## src/rtl/multi_phase_charge_time_ctrl.sv

```systemverilog
// Per-period on-time calculator for N_CH interleaved buck channels sharing one
// restoring divider; results go live at the next period start with phase-shifted gates.
module multi_phase_charge_time_ctrl #(
    parameter int N_CH          = 2,
    parameter int VIN           = 120,
    parameter int L_NH          = 3300,
    parameter int FS_KHZ        = 250,
    parameter int PERIOD_CLK    = 400,
    parameter int MAX_ON_CLK    = 180,
    parameter int I_REF_MAX     = 50,
    parameter int V_GAP_FIXED   = 25,
    parameter int USE_MEAS_VGAP = 0
) (
    input  logic                 clk,
    input  logic                 rst,
    input  logic                 enable,
    input  logic [15:0]          timer_period,
    input  logic [16*N_CH-1:0]   sample_current,
    input  logic [15:0]          sample_voltage,
    input  logic [15:0]          i_set,
    output logic [16*N_CH-1:0]   charge_time,
    output logic [N_CH-1:0]      gate,
    output logic [N_CH-1:0]      sat,
    output logic                 calc_busy,
    output logic                 calc_overrun
);
    localparam int     CH_W      = (N_CH > 1) ? $clog2(N_CH) : 1;
    localparam int     DIV_STEPS = 40;
    localparam longint VIN_L     = longint'(VIN);
    localparam longint K_E       = 2 * longint'(VIN) * longint'(L_NH) * longint'(FS_KHZ);
    localparam longint K_DEN     = 2 * longint'(VIN) * longint'(1000000 / PERIOD_CLK);

    if (N_CH < 1 || N_CH > 8 || N_CH * 42 >= PERIOD_CLK) begin : g_bad_cfg
        $error("multi_phase_charge_time_ctrl: need N_CH in 1..8 and N_CH*42 < PERIOD_CLK");
    end

    typedef enum logic [1:0] {IDLE, CALC, DIV, STORE} state_t;

    state_t              state;
    logic [CH_W-1:0]     ch;
    logic [5:0]          div_cnt;
    logic [15:0]         id_lat [N_CH];
    logic [15:0]         vg_lat;
    logic [15:0]         iref_lat;
    logic [31:0]         den;
    logic [31:0]         rem;
    logic [39:0]         quo;
    logic                zero_res;
    logic [15:0]         shadow_ct [N_CH];
    logic [N_CH-1:0]     shadow_sat;
    logic [15:0]         active_ct [N_CH];

    logic                period_start;
    logic [15:0]         iset_div;
    logic signed [63:0]  vg_s;
    logic signed [63:0]  e_s;
    logic signed [39:0]  num_calc;
    logic [31:0]         den_calc;
    logic                vg_ge_vin;
    logic [32:0]         rem_shift;
    logic                q_bit;
    logic [15:0]         res_ct;
    logic                res_sat;
    logic [15:0]         ct_next [N_CH];
    logic [N_CH-1:0]     gate_next;

    assign period_start = (timer_period == 16'd0);
    assign iset_div     = i_set / 16'(N_CH);
    assign calc_busy    = (state != IDLE);

    function automatic logic [16:0] phase_of(input int k, input logic [15:0] t);
        logic [16:0] off;
        off = 17'(k * PERIOD_CLK / N_CH);
        return ({1'b0, t} >= off) ? {1'b0, t} - off : {1'b0, t} + 17'(PERIOD_CLK) - off;
    endfunction

    // Operands for the channel selected by ch, formed from the latched samples only.
    always_comb begin
        vg_s      = {{48{vg_lat[15]}}, vg_lat};
        e_s       = $signed({48'd0, iref_lat}) - $signed({48'd0, id_lat[ch]});
        num_calc  = 40'(vg_s * (VIN_L - vg_s) * 64'sd1000000 + K_E * e_s);
        den_calc  = 32'(K_DEN * (VIN_L - vg_s));
        vg_ge_vin = (vg_s >= VIN_L);
        rem_shift = {rem, quo[39]};
        q_bit     = (rem_shift >= {1'b0, den});
    end

    always_comb begin
        res_ct  = '0;
        res_sat = 1'b0;
        if (!zero_res) begin
            if (quo > 40'(MAX_ON_CLK)) begin
                res_ct  = 16'(MAX_ON_CLK);
                res_sat = 1'b1;
            end else begin
                res_ct = quo[15:0];
            end
        end
    end

    // Gate uses the on-time that is live this period, including the one loading right now.
    always_comb begin
        ct_next   = '{default: '0};
        gate_next = '0;
        for (int k = 0; k < N_CH; k++) begin
            ct_next[k]   = period_start ? (enable ? shadow_ct[k] : 16'd0) : active_ct[k];
            gate_next[k] = enable && (phase_of(k, timer_period) < {1'b0, ct_next[k]});
        end
    end

    always_ff @(posedge clk or posedge rst) begin
        if (rst) begin
            state        <= IDLE;
            ch           <= '0;
            div_cnt      <= '0;
            vg_lat       <= '0;
            iref_lat     <= '0;
            den          <= '0;
            rem          <= '0;
            quo          <= '0;
            zero_res     <= 1'b0;
            shadow_sat   <= '0;
            sat          <= '0;
            gate         <= '0;
            calc_overrun <= 1'b0;
            for (int k = 0; k < N_CH; k++) begin
                id_lat[k]    <= '0;
                shadow_ct[k] <= '0;
                active_ct[k] <= '0;
            end
        end else begin
            calc_overrun <= 1'b0;
            gate         <= gate_next;
            if (period_start) begin
                for (int k = 0; k < N_CH; k++) begin
                    active_ct[k] <= enable ? shadow_ct[k] : 16'd0;
                    id_lat[k]    <= sample_current[16*k+15] ? 16'd0 : sample_current[16*k +: 16];
                end
                sat          <= enable ? shadow_sat : '0;
                vg_lat       <= (USE_MEAS_VGAP != 0) ? sample_voltage : 16'(V_GAP_FIXED);
                iref_lat     <= (iset_div > 16'(I_REF_MAX)) ? 16'(I_REF_MAX) : iset_div;
                calc_overrun <= (state != IDLE);
                ch           <= '0;
                state        <= CALC;
            end else begin
                case (state)
                    CALC: begin
                        den      <= den_calc;
                        rem      <= '0;
                        quo      <= num_calc;
                        div_cnt  <= '0;
                        zero_res <= vg_ge_vin || !(num_calc > 40'sd0);
                        state    <= vg_ge_vin ? STORE : DIV;
                    end
                    DIV: begin
                        rem     <= q_bit ? 32'(rem_shift - {1'b0, den}) : rem_shift[31:0];
                        quo     <= {quo[38:0], q_bit};
                        div_cnt <= div_cnt + 6'd1;
                        if (div_cnt == 6'(DIV_STEPS - 1)) state <= STORE;
                    end
                    STORE: begin
                        shadow_ct[ch]  <= res_ct;
                        shadow_sat[ch] <= res_sat;
                        if (ch == CH_W'(N_CH - 1)) begin
                            state <= IDLE;
                        end else begin
                            ch    <= ch + 1'b1;
                            state <= CALC;
                        end
                    end
                    default: state <= IDLE;
                endcase
            end
        end
    end

    for (genvar k = 0; k < N_CH; k++) begin : g_out
        assign charge_time[16*k +: 16] = active_ct[k];
    end
endmodule

```

## config.mk

```make
export PLATFORM = sky130hd
export DESIGN_NAME = multi_phase_charge_time_ctrl
export DESIGN_NICKNAME = d
export VERILOG_FILES = /design/src/rtl/multi_phase_charge_time_ctrl.sv
export SDC_FILE = /design/constraint.sdc
export NUM_CORES = 1
export LEC_CHECK = 0
export ABC_AREA = 1
export BUFFER_PORTS_ARGS = -buffer_cell sky130_fd_sc_hd__buf_2
export CAP_MARGIN = 0
export CORE_MARGIN = 2
export CORE_UTILIZATION = 30
export DETAILED_ROUTE_END_ITERATION = 6
export HOLD_SLACK_MARGIN = 0.1
export PLACE_DENSITY_LB_ADDON = 0.15
export SLEW_MARGIN = 20
export SYNTH_ARGS = -nofsm -noshare
export SYNTH_HDL_FRONTEND = slang
export SYNTH_SLANG_ARGS = --single-unit
```

## constraint.sdc

```tcl
create_clock -name clk -period 18.3 [get_ports clk]
set_clock_uncertainty 0.2 [all_clocks]
set_input_delay 0.915 -clock clk [delete_from_list [all_inputs] [get_ports clk]]
set_output_delay 0.915 -clock clk [all_outputs]
set_load 0.005 [all_outputs]
```

Yosys cells after proc, flatten, opt, wreduce, memory -nomap -nowiden --
Index checks and enable logic that the tools add are counted.
Storage, ports and cells: register bits after elaboration 228, word-level logic and storage cells 99
Operators by class: $add $sub $neg 9, multipliers 4, magnitude comparators 12, eq/ne operators 5, mux-type cells 35, bitwise gates (word level) 2, reductions and logical operators 13
Operator list (number):
- 16-bit 2-to-1 mux | 10
- 40-bit one-hot mux with 2 select lines | 1
- 32-bit one-hot mux with 2 select lines | 1
- 15-bit 2-to-1 mux | 3
- 40-bit adder | 1
- 40-bit by 1-bit > comparator with 1-bit output (second input constant) | 1
- 40-bit by 8-bit > comparator with 1-bit output (second input constant) | 1
- 33-bit by 32-bit greater-or-equal comparator with 1-bit output | 1
- 22-bit by 17-bit multiplier with 33-bit output (first input constant) | 1
- 32-bit bitwise mux | 1
- 32-bit 2-to-1 mux | 1
- 32-bit subtractor | 1
- 14-bit by 15-bit multiplier with 29-bit output (second input constant) | 1
- 15-bit by 8-bit multiplier with 23-bit output (first input constant) | 1
- 16-bit by 9-bit adder with 17-bit output (second input constant) | 1
- 17-bit by 16-bit less-than comparator with 1-bit output | 1
- 17-bit 2-to-1 mux | 1
- 16-bit by 16-bit subtractor with 17-bit output | 1
- 16-bit by 8-bit subtractor with 17-bit output (second input constant) | 1
- 17-bit by 8-bit subtractor with 17-bit output (second input constant) | 1
- 16-bit demux with 1-bit select | 1
- 16-bit by 8-bit greater-or-equal comparator with 1-bit output (second input constant) | 1
- 16-bit zero test | 1
- 16-bit less-than comparator | 1
- other kinds (27) | 45

Longest topological paths before layout --
Gate-level depths: netlist (run 1).
word-level depth 10, gate-level depth with buffers 54

Worst setup path before layout (run 1) --
Ideal clock, no wire load.
path kind register to register, from register ch, to register zero_res, setup time 0.077 ns, arrival time 8.581 ns, slack 9.441 ns, stages on the path, launching flop included 47, path buffers 1, clock period less this slack 8.859 ns, cell sequence dfrtp_1 > clkbuf_1 > o21ai_0 > ha_1 > inv_1 > fa_1 > nand2_1 > nand2_1 > o21ai_0 > o31ai_1 > a21oi_1 > inv_1 > a21oi_1 > o21ai_0 > xor2_1 > inv_1 > ha_1 > inv_1 > (+11 left out) > inv_1 > a21oi_1 > a21boi_0 > xnor2_1 > ha_1 > a21oi_1 > inv_1 > nand3_1 > nor2_1 > nand2_1 > nand2_1 > nor2_1 > nand3_1 > nand2_1 > nand2_1 > nor2_1 > nand4_1 > a21oi_1
On the way: cells in the longest elaborated chain, start to end 10
Ends and longest elaborated chain:
- start, declared | line 40 | logic [CH_W-1:0] ch;
- start signal, assigned | line 167 | ch <= ch + 1'b1;
- 1-bit inverter with 2-bit output (not written as such) | line 80 | e_s = $signed({48'd0, iref_lat}) - $signed({48'd0, id_lat[ch]});
- 16-bit 2-to-1 mux (not written as such) (3 in series) | line 80
- 16-bit by 16-bit subtractor with 17-bit output | line 80
- 22-bit by 17-bit multiplier with 33-bit output | line 81 | num_calc = 40'(vg_s * (VIN_L - vg_s) * 64'sd1000000 + K_E * e_s);
- 40-bit adder | line 81
- 40-bit by 1-bit > comparator with 1-bit output | line 152 | zero_res <= vg_ge_vin || !(num_calc > 40'sd0);
- 1-bit zero test | line 152
- 1-bit logical OR | line 152
- end signal, assigned | line 152
- end, declared | line 48 | logic zero_res;
Every way passes these cells. The select of a mux whose other input is x is not followed. A chain may end at the register's enable or synchronous reset.

Worst setup path after layout (run 1) --
Ends and elaborated chain as after synthesis.

==> results of run 1 <==
## final timing paths
check | from | to | slack (ps) | depth (start not counted)
min reg2reg | id_lat[23]$_DFFE_PP0P_ | id_lat[23]$_DFFE_PP0P_ | 270 | 2
max reg2reg | ch$_DFFE_PP0P_ | zero_res$_DFFE_PP0P_ | 7810 | 45
max in group asynchronous | rst | rem[26]$_DFFE_PP0P_ | 16000 | 3
min | id_lat[23]$_DFFE_PP0P_ | id_lat[23]$_DFFE_PP0P_ | 270 | 2
min in group asynchronous | rst | charge_time[16]$_DFFE_PP0P_ | 370 | 2
max | ch$_DFFE_PP0P_ | zero_res$_DFFE_PP0P_ | 7810 | 45
## synthesized netlist by cell type (2+ instances only)
cell / instances
o21ai_0: 136
a31oi_1: 3
a21oi_1: 90
nor2_1: 150
buf_1: 3
and2_1: 4
a21o_1: 2
or2_2: 3
nand4_1: 37
ha_1: 215
nor2_4: 2
xor2_1: 43
nand3_1: 164
o31ai_1: 3
o21ai_1: 19
nand2_2: 17
a22oi_1: 2
o21ai_2: 3
nand3_2: 8
nor2_2: 14
inv_1: 613
nand2_1: 515
o211ai_1: 11
clkbuf_1: 34
fa_1: 144
a211oi_1: 6
o21a_1: 8
nand3b_1: 7
inv_2: 13
o21bai_1: 4
xnor2_1: 20
nor4_1: 14
buf_6: 2
dfrtp_1: 202
o22a_1: 2
o22ai_1: 18
o221ai_1: 22
nor3_1: 14
buf_4: 2
buf_2: 10
## cells in the final DEF (no fill, tap or decap), types with 3 or more instances in the layout
| master | synthesis | final |
|---|---|---|
| inv_1 | 613 | 612 |
| nand2_1 | 515 | 515 |
| ha_1 | 215 | 215 |
| dfrtp_1 | 202 | 202 |
| nand3_1 | 164 | 164 |
| nor2_1 | 150 | 149 |
| fa_1 | 144 | 144 |
| o21ai_0 | 136 | 136 |
| buf_2 | 10 | 103 |
| a21oi_1 | 90 | 90 |
| xor2_1 | 43 | 43 |
| nand4_1 | 37 | 37 |
| clkbuf_16 | 0 | 25 |
| o221ai_1 | 22 | 22 |
| xnor2_1 | 20 | 20 |
| o21ai_1 | 19 | 19 |
| o22ai_1 | 18 | 18 |
| nand2_2 | 17 | 17 |
| nor2_2 | 14 | 15 |
| nor3_1 | 14 | 14 |
| nor4_1 | 14 | 14 |
| inv_2 | 13 | 13 |
| o211ai_1 | 11 | 11 |
| buf_4 | 2 | 10 |
| o21a_1 | 8 | 8 |
| nand3_2 | 8 | 8 |
| nand3b_1 | 7 | 7 |
| a211oi_1 | 6 | 6 |
| clkbuf_1 | 34 | 6 |
| clkbuf_8 | 0 | 6 |
| o21bai_1 | 4 | 4 |
| o21ai_2 | 3 | 3 |
| o31ai_1 | 3 | 3 |
| a31oi_1 | 3 | 3 |
| or2_2 | 3 | 3 |
| and2_1 | 4 | 3 |
| clkinv_2 | 0 | 3 |
| bufinv_16 | 0 | 3 |
## kinds of logic (layout without fill, tap and decap cells)
group | Yosys count | after routing | synth area share [%]
buffers and inverters | 678 | 786 | 13.0
xor gates and xnor gates | 63 | 63 | 2.78
adders and majority gates | 359 | 359 | 28.0
and+or+nand+nor | 955 | 955 | 21.0
muxes | 1 | 1 | 0.0504
AOI/OAI and AO/OA | 337 | 337 | 9.74
DFF | 202 | 202 | 25.4
## critical path, delay by kind of cell, from the launching register on
kind | cells | cell delay (ps)
fa+ha+maj | 10 | 4190
compound gates | 10 | 2530
simple gates | 13 | 1270
buf+inv | 10 | 910
xor+xnor | 2 | 750
flops | 1 | 550
## per-stage QoR
step                hold slack, ps  area (um^2)  power [mW]  setup slack, ps
CTS                            277        22200        2.92             7710
floorplan                      242        19900        1.93             9440
global placement               260        21300        2.36             7810
global route                   292        22200        3.19             6900
detailed placement             261        21300        2.37             7750
finish                         273        22200        2.88             7810
## layer usage
layer | wire length (um) | vias to the layer above | share of wire [%] | track usage, %
met5 | 0 | - | 0 | 0
met4 | 832 | 0 | 1.6 | 3.11
met3 | 1820 | 50 | 3.4 | 1.54
met2 | 24400 | 243 | 46 | 27.5
met1 | 26400 | 7808 | 49 | 22.8
li1 | - | 8311 | - | -
## where the power goes
part / leakage, nW / switching, mW / internal, mW
logic: 9.44 / 1.19 / 0.583
clock network: 0.423 / 0.204 / 0.320
registers: 2.38 / 0.0527 / 0.526
## flip-flops by register name, summed over array words and instances, names as in the netlist, 2 cells and up
name         flops
quo             40
charge_time     32
rem             32
shadow_ct       32
id_lat          30
iref_lat        15
div_cnt          6
den              3
gate             2
sat              2
shadow_sat       2
state            2
## area by class of cell
cell class	count	share of cell area, %
Inverter	627	10.6
Clock buffer	37	3.29
Timing Repair Buffer	113	2.66
Sequential cell	202	22.8
Clock inverter	9	0.631
Multi-Input combinational cell	1715	55.2
Tap cell	864	4.87
==> impl_metrics.env, run 1 <==
export IMPL_syn_cell_area_um2=19900
export IMPL_die_w_um=261
export IMPL_final_nets=3126
export IMPL_port_buffers=103
export IMPL_status="completed"
export IMPL_cts_hold_buf=0
export IMPL_stdcell_count=3567
export IMPL_cellLeakagePower_nw=12.2
export IMPL_hp_class="flip-flop to flip-flop"
export IMPL_rows=94
export IMPL_globalplace_congestion=0.911
export IMPL_ys_ff_latch=202
export IMPL_grt_max_degree=130
export IMPL_cpMostUsedCell="inv_1"
export IMPL_antenna_found_initial=0
export IMPL_cts_root_buf="clkbuf_16"
export IMPL_vdd_drop_max_v=0.0000904
export IMPL_slew_headroom_pct=32.7
export IMPL_wl_um=53500
export IMPL_synth_ff_type="dfrtp_1"
export IMPL_dr_pass1_iters=5
export IMPL_ys_top_cells_by_area="dfrtp_1 (25%), fa_1 (15%), ha_1 (14%)"
export IMPL_critical_path_class="flip-flop to flip-flop"
export IMPL_critPathCaptureType="flip-flop"
export IMPL_cts_tree="built"
export IMPL_synth_distinct_cells=56
export IMPL_wl_per_cell_um=15.0
export IMPL_syn_avg_cell_area_um2=7.66
export IMPL_initial_core_util_pct=30.3
export IMPL_crit_path_start_kind="flip-flop"
export IMPL_rsz0062_at_grt="false"
export IMPL_hpwl_um=43300
export IMPL_min_period_ps=10490
export IMPL_post_cts_setup_buffers=0
export IMPL_yosysTopAreaCell="dfrtp_1"
export IMPL_async_flop_share_pct=100
export IMPL_n_antenna_cell=0
export IMPL_numCtsBuffers=25
export IMPL_path_max_fanout=9
export IMPL_area_growth_pct=11.7
export IMPL_cp_slowest_stage_delay_ps=660
export IMPL_power_density_nw_per_um2=130
export IMPL_fin_crit_sh_pct=57.3
export IMPL_ys_seq_area_share_pct=25.4
export IMPL_synth_edff_count=0
export IMPL_coreArea_um2=65600
export IMPL_overflow=0
export IMPL_final_core_util_pct=33.8
export IMPL_cp_required_ps=18580
export IMPL_tightest_slew_ps=1010
export IMPL_vias=16412
export IMPL_drive_above_1_share_pct=8.25
export IMPL_fmax_mhz=95.4
export IMPL_htree_levels=1
export IMPL_setup_violations_final=0
export IMPL_drcViolationCount=0
export IMPL_netlist_instances=2595
export IMPL_clock_path_buffers=3
export IMPL_n_fill_cell=7023
export IMPL_clock_sinks=202
export IMPL_seqCellArea_um2=5050
export IMPL_cp_arrival_ps=10770
export IMPL_finalSetupTns_ps=0
export IMPL_slew_violations=0
export IMPL_fp_dieH_um=261
export IMPL_yosys_warnings=0
export IMPL_hold_violations=0
export IMPL_cts_clk_slew_worst_paths_ps=60
export IMPL_ant_nets=0
export IMPL_grt_pass1_wl_um=90000
export IMPL_dieArea_um2=68300
export IMPL_netlist_area_leader_share_pct=25.4
export IMPL_via_per_inst=4.60
export IMPL_io_pins=121
export IMPL_post_cts_resized=0
export IMPL_critical_path_slowest_cell="o31ai_1"
export IMPL_track_usage_pct=16.3
export IMPL_dr_first_iter_drc_count=949
export IMPL_multi_input_comb_area_um2=12200
export IMPL_synth_nets=3037
export IMPL_dp_cells=3521
export IMPL_maxCapViolations=0
export IMPL_worstSkewPairLatency_ps=560
export IMPL_grt_pass1_vias=17241
(Power assumes the default switching activity.)
==> run 2: changes to the inputs <==
Settings changed: ABC_AREA 1 to 0.
Clock period 18.3 ns to 8.61 ns, I/O delays scaled along.
==> impl_metrics.env, run 2 <==
export IMPL_finalSetupTns_ps=-6510
export IMPL_netlist_area_leader_share_pct=26.9
export IMPL_yosysTopAreaCell="dfrtp_1"
export IMPL_ys_seq_area_share_pct=26.9
export IMPL_synth_common_cells="inv_1 (324), nand2_1 (303), ha_1 (215)"
export IMPL_dr_pass1_iters=5
export IMPL_cp_slowest_stage_delay_ps=540
export IMPL_tightest_slew_ps=1010
export IMPL_synth_edff_count=0
export IMPL_hpwl_um=43000
export IMPL_syn_avg_cell_area_um2=9.00
export IMPL_synth_ff_type="dfrtp_1"
export IMPL_critical_path_class="flip-flop to flip-flop"
export IMPL_drcViolationCount=0
export IMPL_path_max_fanout=4
export IMPL_overflow=0
export IMPL_ant_nets=0
export IMPL_initial_core_util_pct=30.4
export IMPL_antenna_found_initial=0
export IMPL_n_antenna_cell=0
export IMPL_via_per_inst=4.57
export IMPL_crit_path_start_kind="flip-flop"
export IMPL_min_from="sample_current[31]"
export IMPL_largest_register="quo"
export IMPL_worstSkewPairLatency_ps=590
export IMPL_status="finished, violations left"
export IMPL_cts_root_buf="clkbuf_16"
export IMPL_rows=91
export IMPL_drive_above_1_share_pct=24.5
export IMPL_min_path_cells=3
export IMPL_ys_top_cells_by_area="dfrtp_1 (27%), fa_1 (15%), ha_1 (14%)"
export IMPL_dr_first_iter_drc_count=674
export IMPL_port_buffers=103
export IMPL_hold_violations=0
export IMPL_layout_common_cells="inv_1 (302), nand2_1 (294), buf_4 (291)"
export IMPL_rsz0062_at_grt="true"
export IMPL_clock_sinks=202
export IMPL_hp_class="input port to flip-flop"
export IMPL_dieArea_um2=64600
export IMPL_coreArea_um2=61700
export IMPL_setup_violations_final=15
export IMPL_htree_levels=1
export IMPL_power_density_nw_per_um2=162
export IMPL_critPathCaptureType="flip-flop"
export IMPL_cts_tree="built"
export IMPL_numCtsBuffers=28
export IMPL_synth_nets=2527
export IMPL_maxCapViolations=0
export IMPL_globalplace_congestion=0.911
export IMPL_ys_ff_latch=202
export IMPL_vias=15467
export IMPL_io_pins=121
export IMPL_setup_ws_ps=-655
export IMPL_slew_violations=0
export IMPL_grt_pass1_vias=16101
export IMPL_wl_per_cell_um=16.0
export IMPL_r2r_start="ch$_DFFE_PP0P_"
export IMPL_cp_required_ps=8900
export IMPL_violations="setup timing"
export IMPL_cpMostUsedCell="inv_2"
export IMPL_async_flop_share_pct=100
export IMPL_track_usage_pct=17.1
export IMPL_layout_commonest_cell="inv_1"
export IMPL_grt_pass1_wl_um=87200
export IMPL_largest_reg_flops=40
export IMPL_yosys_warnings=0
export IMPL_yosys_cell_count_top_type="inv_1"
export IMPL_r2r_slack_ps=-650
export IMPL_cp_arrival_ps=9560
export IMPL_power_total_mw=4.06
export IMPL_fin_crit_sh_pct=108
export IMPL_syn_cell_area_um2=18800
export IMPL_final_nets=2968
export IMPL_netlist_instances=2085
export IMPL_r2r_end="zero_res$_DFFE_PP0P_"
export IMPL_area_growth_pct=33.3
export IMPL_grt_max_degree=84
export IMPL_ff2ff_path_depth=43
export IMPL_slew_headroom_pct=32.4
export IMPL_min_to="id_lat[4]$_DFFE_PP0P_"
export IMPL_synth_distinct_cells=75
export IMPL_fmax_mhz=108
export IMPL_fp_dieH_um=254
export IMPL_cellLeakagePower_nw=12.5
export IMPL_min_period_ps=9260
export IMPL_wl_um=54200
export IMPL_critical_path_slowest_cell="fa_1"
export IMPL_die_w_um=254
export IMPL_vdd_drop_max_v=0.000192
export IMPL_cts_clk_slew_worst_paths_ps=60
export IMPL_clock_path_buffers=3
==> run 2: cell count changes in the layout (fill, tap and decap cells not counted), sizes merged, moves of 22 or more <==
cell | previous run | this run
a21o | 2 | 26
nand2 | 533 | 303
nor2 | 167 | 74
nand4 | 37 | 11
xnor2 | 20 | 64
buf | 113 | 403
inv | 627 | 326
and2 | 4 | 30
o221ai | 22 | 0
o21a | 8 | 43
dlygate4sd3 | 0 | 69
nand3 | 173 | 31
nand3b | 7 | 33
mux2i | 1 | 42
==> run 2: per-stage QoR <==
| step | instances | hold slack [ps] | util, % | setup WS (ps) | cell area [um^2] |
|---|---|---|---|---|---|
| floorplan | 2085 | 233 | - | -625 | 19100 |
| global placement | 3219 | 248 | 36.2 | -760 | 22400 |
| detailed placement | 3219 | 255 | 36.2 | -950 | 22400 |
| CTS | 3365 | 102 | 39.8 | -677 | 24600 |
| global route | 3381 | 142 | 40.5 | -1040 | 25000 |
| finish | 3381 | 124 | 40.5 | -655 | 25000 |
==> run 2: worst max-delay path by stage <==
stage / depth (start not counted) / endpoint / slack (ps) / from
after detailed placement: 40 / zero_res$_DFFE_PP0P_ / -950 / ch$_DFFE_PP0P_
final: 43 / zero_res$_DFFE_PP0P_ / -650 / ch$_DFFE_PP0P_
after floorplan: 43 / zero_res$_DFFE_PP0P_ / -620 / ch$_DFFE_PP0P_
after global placement: 41 / zero_res$_DFFE_PP0P_ / -760 / ch$_DFFE_PP0P_
after CTS: 41 / zero_res$_DFFE_PP0P_ / -680 / ch$_DFFE_PP0P_
after global routing: 41 / zero_res$_DFFE_PP0P_ / -1040 / ch$_DFFE_PP0P_
==> run 2: repair_timing <==
item | CTS | global route
endpoints found under the setup margin | 17 | 21
pin swaps | 72 | 52
hold buffers | 69 | 0
setup buffers | 31 | 22
endpoints found under the hold margin | 109 | 0
resized for setup | 80 | 67
==> run 2: report_power, final <==
group	internal, mW	switching, mW
Combinational	0.697	1.01
Sequential	1.09	0.130
Clock	0.664	0.465
Total	2.45	1.61
==> run 2: worst max-delay path, delay by kind of cell (launching register included) <==
family	cells	cell delay (ps)
compound gates	11	2050
xor+xnor	3	500
fa+ha+maj	10	3840
buf+inv	12	960
flops	1	460
mux	1	230
simple gates	6	910
==> run 2: cell type report <==
cell class                 count  area (um^2)
fill                        6266        36700
multi-input combinational   1498        13300
sequential                   202         5060
timing repair buffer         472         3500
inverter                     324         1220
tap                          837         1050
clock buffer                  37          774
clock inverter                11          125
==> run 2: cell families (layout without fill, tap and decap cells) <==
kind of cell / count (synthesis) / after routing / share of synthesized area, %
xor gates and xnor gates: 104 / 104 / 4.86
AOI/OAI and AO/OA: 392 / 392 / 13.3
DFF: 202 / 202 / 26.9
and+or+nand+nor: 600 / 600 / 15.1
muxes: 43 / 43 / 2.30
buffers and inverters: 385 / 844 / 7.81
adders and majority gates: 359 / 359 / 29.7
==> run 2: layer usage <==
layer	GRT usage [%]	part of all wire, %	vias up
met5	0	0	-
li1	-	-	7787
met1	22.9	47	7423
met3	1.98	2.9	58
met4	3.76	2.0	0
met2	29.5	48	199
==> run 3: changes to the inputs <==
Settings changed: CORE_UTILIZATION 30 to 53.
==> impl_metrics.env, run 3 (synthesized netlist as in run 2, its figures left out) <==
export IMPL_worstSkewPairLatency_ps=540
export IMPL_path_max_fanout=5
export IMPL_htree_levels=1
export IMPL_hp_class="input port to flip-flop"
export IMPL_initial_core_util_pct=54.0
export IMPL_wl_um=49800
export IMPL_ff2ff_path_depth=41
export IMPL_cp_slowest_stage_delay_ps=570
export IMPL_slew_violations=0
export IMPL_grt_pass1_wl_um=82300
export IMPL_power_density_nw_per_um2=166
export IMPL_layout_commonest_cell="inv_1"
export IMPL_final_nets=2891
export IMPL_io_pins=121
export IMPL_hpwl_um=38100
export IMPL_wl_per_cell_um=17.1
export IMPL_fmax_mhz=106
export IMPL_crit_path_start_kind="flip-flop"
export IMPL_cpMostUsedCell="fa_1"
export IMPL_r2r_start="ch$_DFFE_PP0P_"
export IMPL_cts_clk_slew_worst_paths_ps=60
export IMPL_setup_ws_ps=-848
export IMPL_fin_crit_sh_pct=110
export IMPL_slew_headroom_pct=36.3
export IMPL_final_core_util_pct=67.8
export IMPL_coreArea_um2=34700
export IMPL_finalSetupTns_ps=-7760
export IMPL_drcViolationCount=0
export IMPL_critPathCaptureType="flip-flop"
export IMPL_largest_register="quo"
export IMPL_cts_root_buf="clkbuf_16"
export IMPL_antenna_found_initial=2
export IMPL_critical_path_class="flip-flop to flip-flop"
export IMPL_overflow=0
export IMPL_maxCapViolations=0
export IMPL_fp_dieH_um=192
export IMPL_min_period_ps=9460
export IMPL_cp_arrival_ps=9700
export IMPL_fin_hold_ws_ps=136
export IMPL_vias=15764
export IMPL_die_w_um=192
export IMPL_stdcell_count=2920
export IMPL_port_buffers=103
export IMPL_clock_sinks=202
export IMPL_r2r_end="zero_res$_DFFE_PP0P_"
export IMPL_setup_violations_final=14
export IMPL_dp_cells=2807
export IMPL_numCtsBuffers=24
export IMPL_via_per_inst=5.40
export IMPL_r2r_slack_ps=-850
export IMPL_cp_startpoint="ch$_DFFE_PP0P_"
export IMPL_rows=68
export IMPL_area_growth_pct=25.5
export IMPL_drive_above_1_share_pct=22.1
export IMPL_dieArea_um2=36900
export IMPL_grt_max_degree=127
export IMPL_globalplace_congestion=0.961
export IMPL_cts_tree="built"
export IMPL_rsz0062_at_grt="true"
export IMPL_clock_path_buffers=3
export IMPL_dr_first_iter_drc_count=782
export IMPL_layout_common_cells="inv_1 (306), nand2_1 (296), buf_4 (249)"
export IMPL_status="finished, violations left"
export IMPL_largest_reg_flops=40
export IMPL_ant_nets=0
export IMPL_hold_violations=0
export IMPL_cp_required_ps=8850
export IMPL_cp_endpoint="zero_res$_DFFE_PP0P_"
export IMPL_critical_path_slowest_cell="fa_1"
export IMPL_violations="setup timing"
export IMPL_final_area_um2=23600
export IMPL_tightest_slew_ps=956
export IMPL_grt_pass1_vias=16375
export IMPL_place_area_um2=21600
export IMPL_cellLeakagePower_nw=12.1
export IMPL_dr_pass1_iters=4
export IMPL_vdd_drop_max_v=0.000281
export IMPL_track_usage_pct=27.9
-- run 3: cell count changes in the layout (fill, tap and decap cells not counted), moves of 3 or more --
cell           previous run  this run
buf_4                   291       249
dlygate4sd3_1            69        37
ha_1                    193       199
ha_4                     18        13
nand2b_1                 10        15
inv_1                   302       306
inv_2                    21        17
nand2b_4                  4         0
clkbuf_16                28        25
clkinvlp_4                1         4
xnor2_1                  51        54
-- run 3: critical path: cells and delay by family, from the launching register on --
family	cells	cell delay [ps]
fa+ha+maj	9	3610
compound gates	15	2780
simple gates	10	1410
xor+xnor	3	450
flops	1	450
mux	1	290
buf+inv	3	160
-- run 3: stage by stage --
| step | setup slack [ps] | total power, mW |
|---|---|---|
| global route | -1250 | 4.19 |
| CTS | -608 | 3.91 |
| finish | -848 | 3.90 |
| floorplan | -625 | 2.48 |
| detailed placement | -854 | 2.82 |
| global placement | -645 | 2.77 |
-- run 3: worst min path at each step --
stage	startpoint	to	slack, ps	depth (start not counted)
after floorplan	den[22]$_DFFE_PP0P_	den[22]$_DFFE_PP0P_	230	2
after CTS	sample_current[31]	id_lat[11]$_DFFE_PP0P_	110	3
after detailed placement	id_lat[27]$_DFFE_PP0P_	id_lat[27]$_DFFE_PP0P_	260	2
final	sample_current[15]	id_lat[27]$_DFFE_PP0P_	140	3
after global placement	id_lat[14]$_DFFE_PP0P_	id_lat[14]$_DFFE_PP0P_	250	2
after global routing	sample_current[15]	id_lat[27]$_DFFE_PP0P_	150	3
-- run 3: routing by layer --
metal,vias to the layer above,global-route usage [%],wire length [um]
met4,2,7.37,1220
met3,82,4.09,2560
met5,-,0,12
li1,7614,-,-
met1,7714,37.8,22400
met2,352,47.0,23600
-- run 3: cell type report --
class                      instances  area, um^2
antenna                            1        2.50
clock buffer                      31         678
clock inverter                    10         120
fill                            2776       11200
inverter                         324        1220
multi-input combinational       1498       13000
sequential                       202        5060
tap                              455         569
timing repair buffer             399        2890
-- run 3: power breakdown --
part	total, mW	internal, mW	switching (mW)
logic	1.64	0.671	0.972
registers	1.22	1.09	0.127
clock network	1.04	0.616	0.426
total	3.90	2.38	1.53
-- run 3: timing repair --
item,4_1_cts,5_1_grt
gates resized for setup,58,48
setup buffers,20,16
endpoints found under the hold margin,161,0
setup endpoints to repair,16,21
hold buffers,37,0
pin swaps,46,43
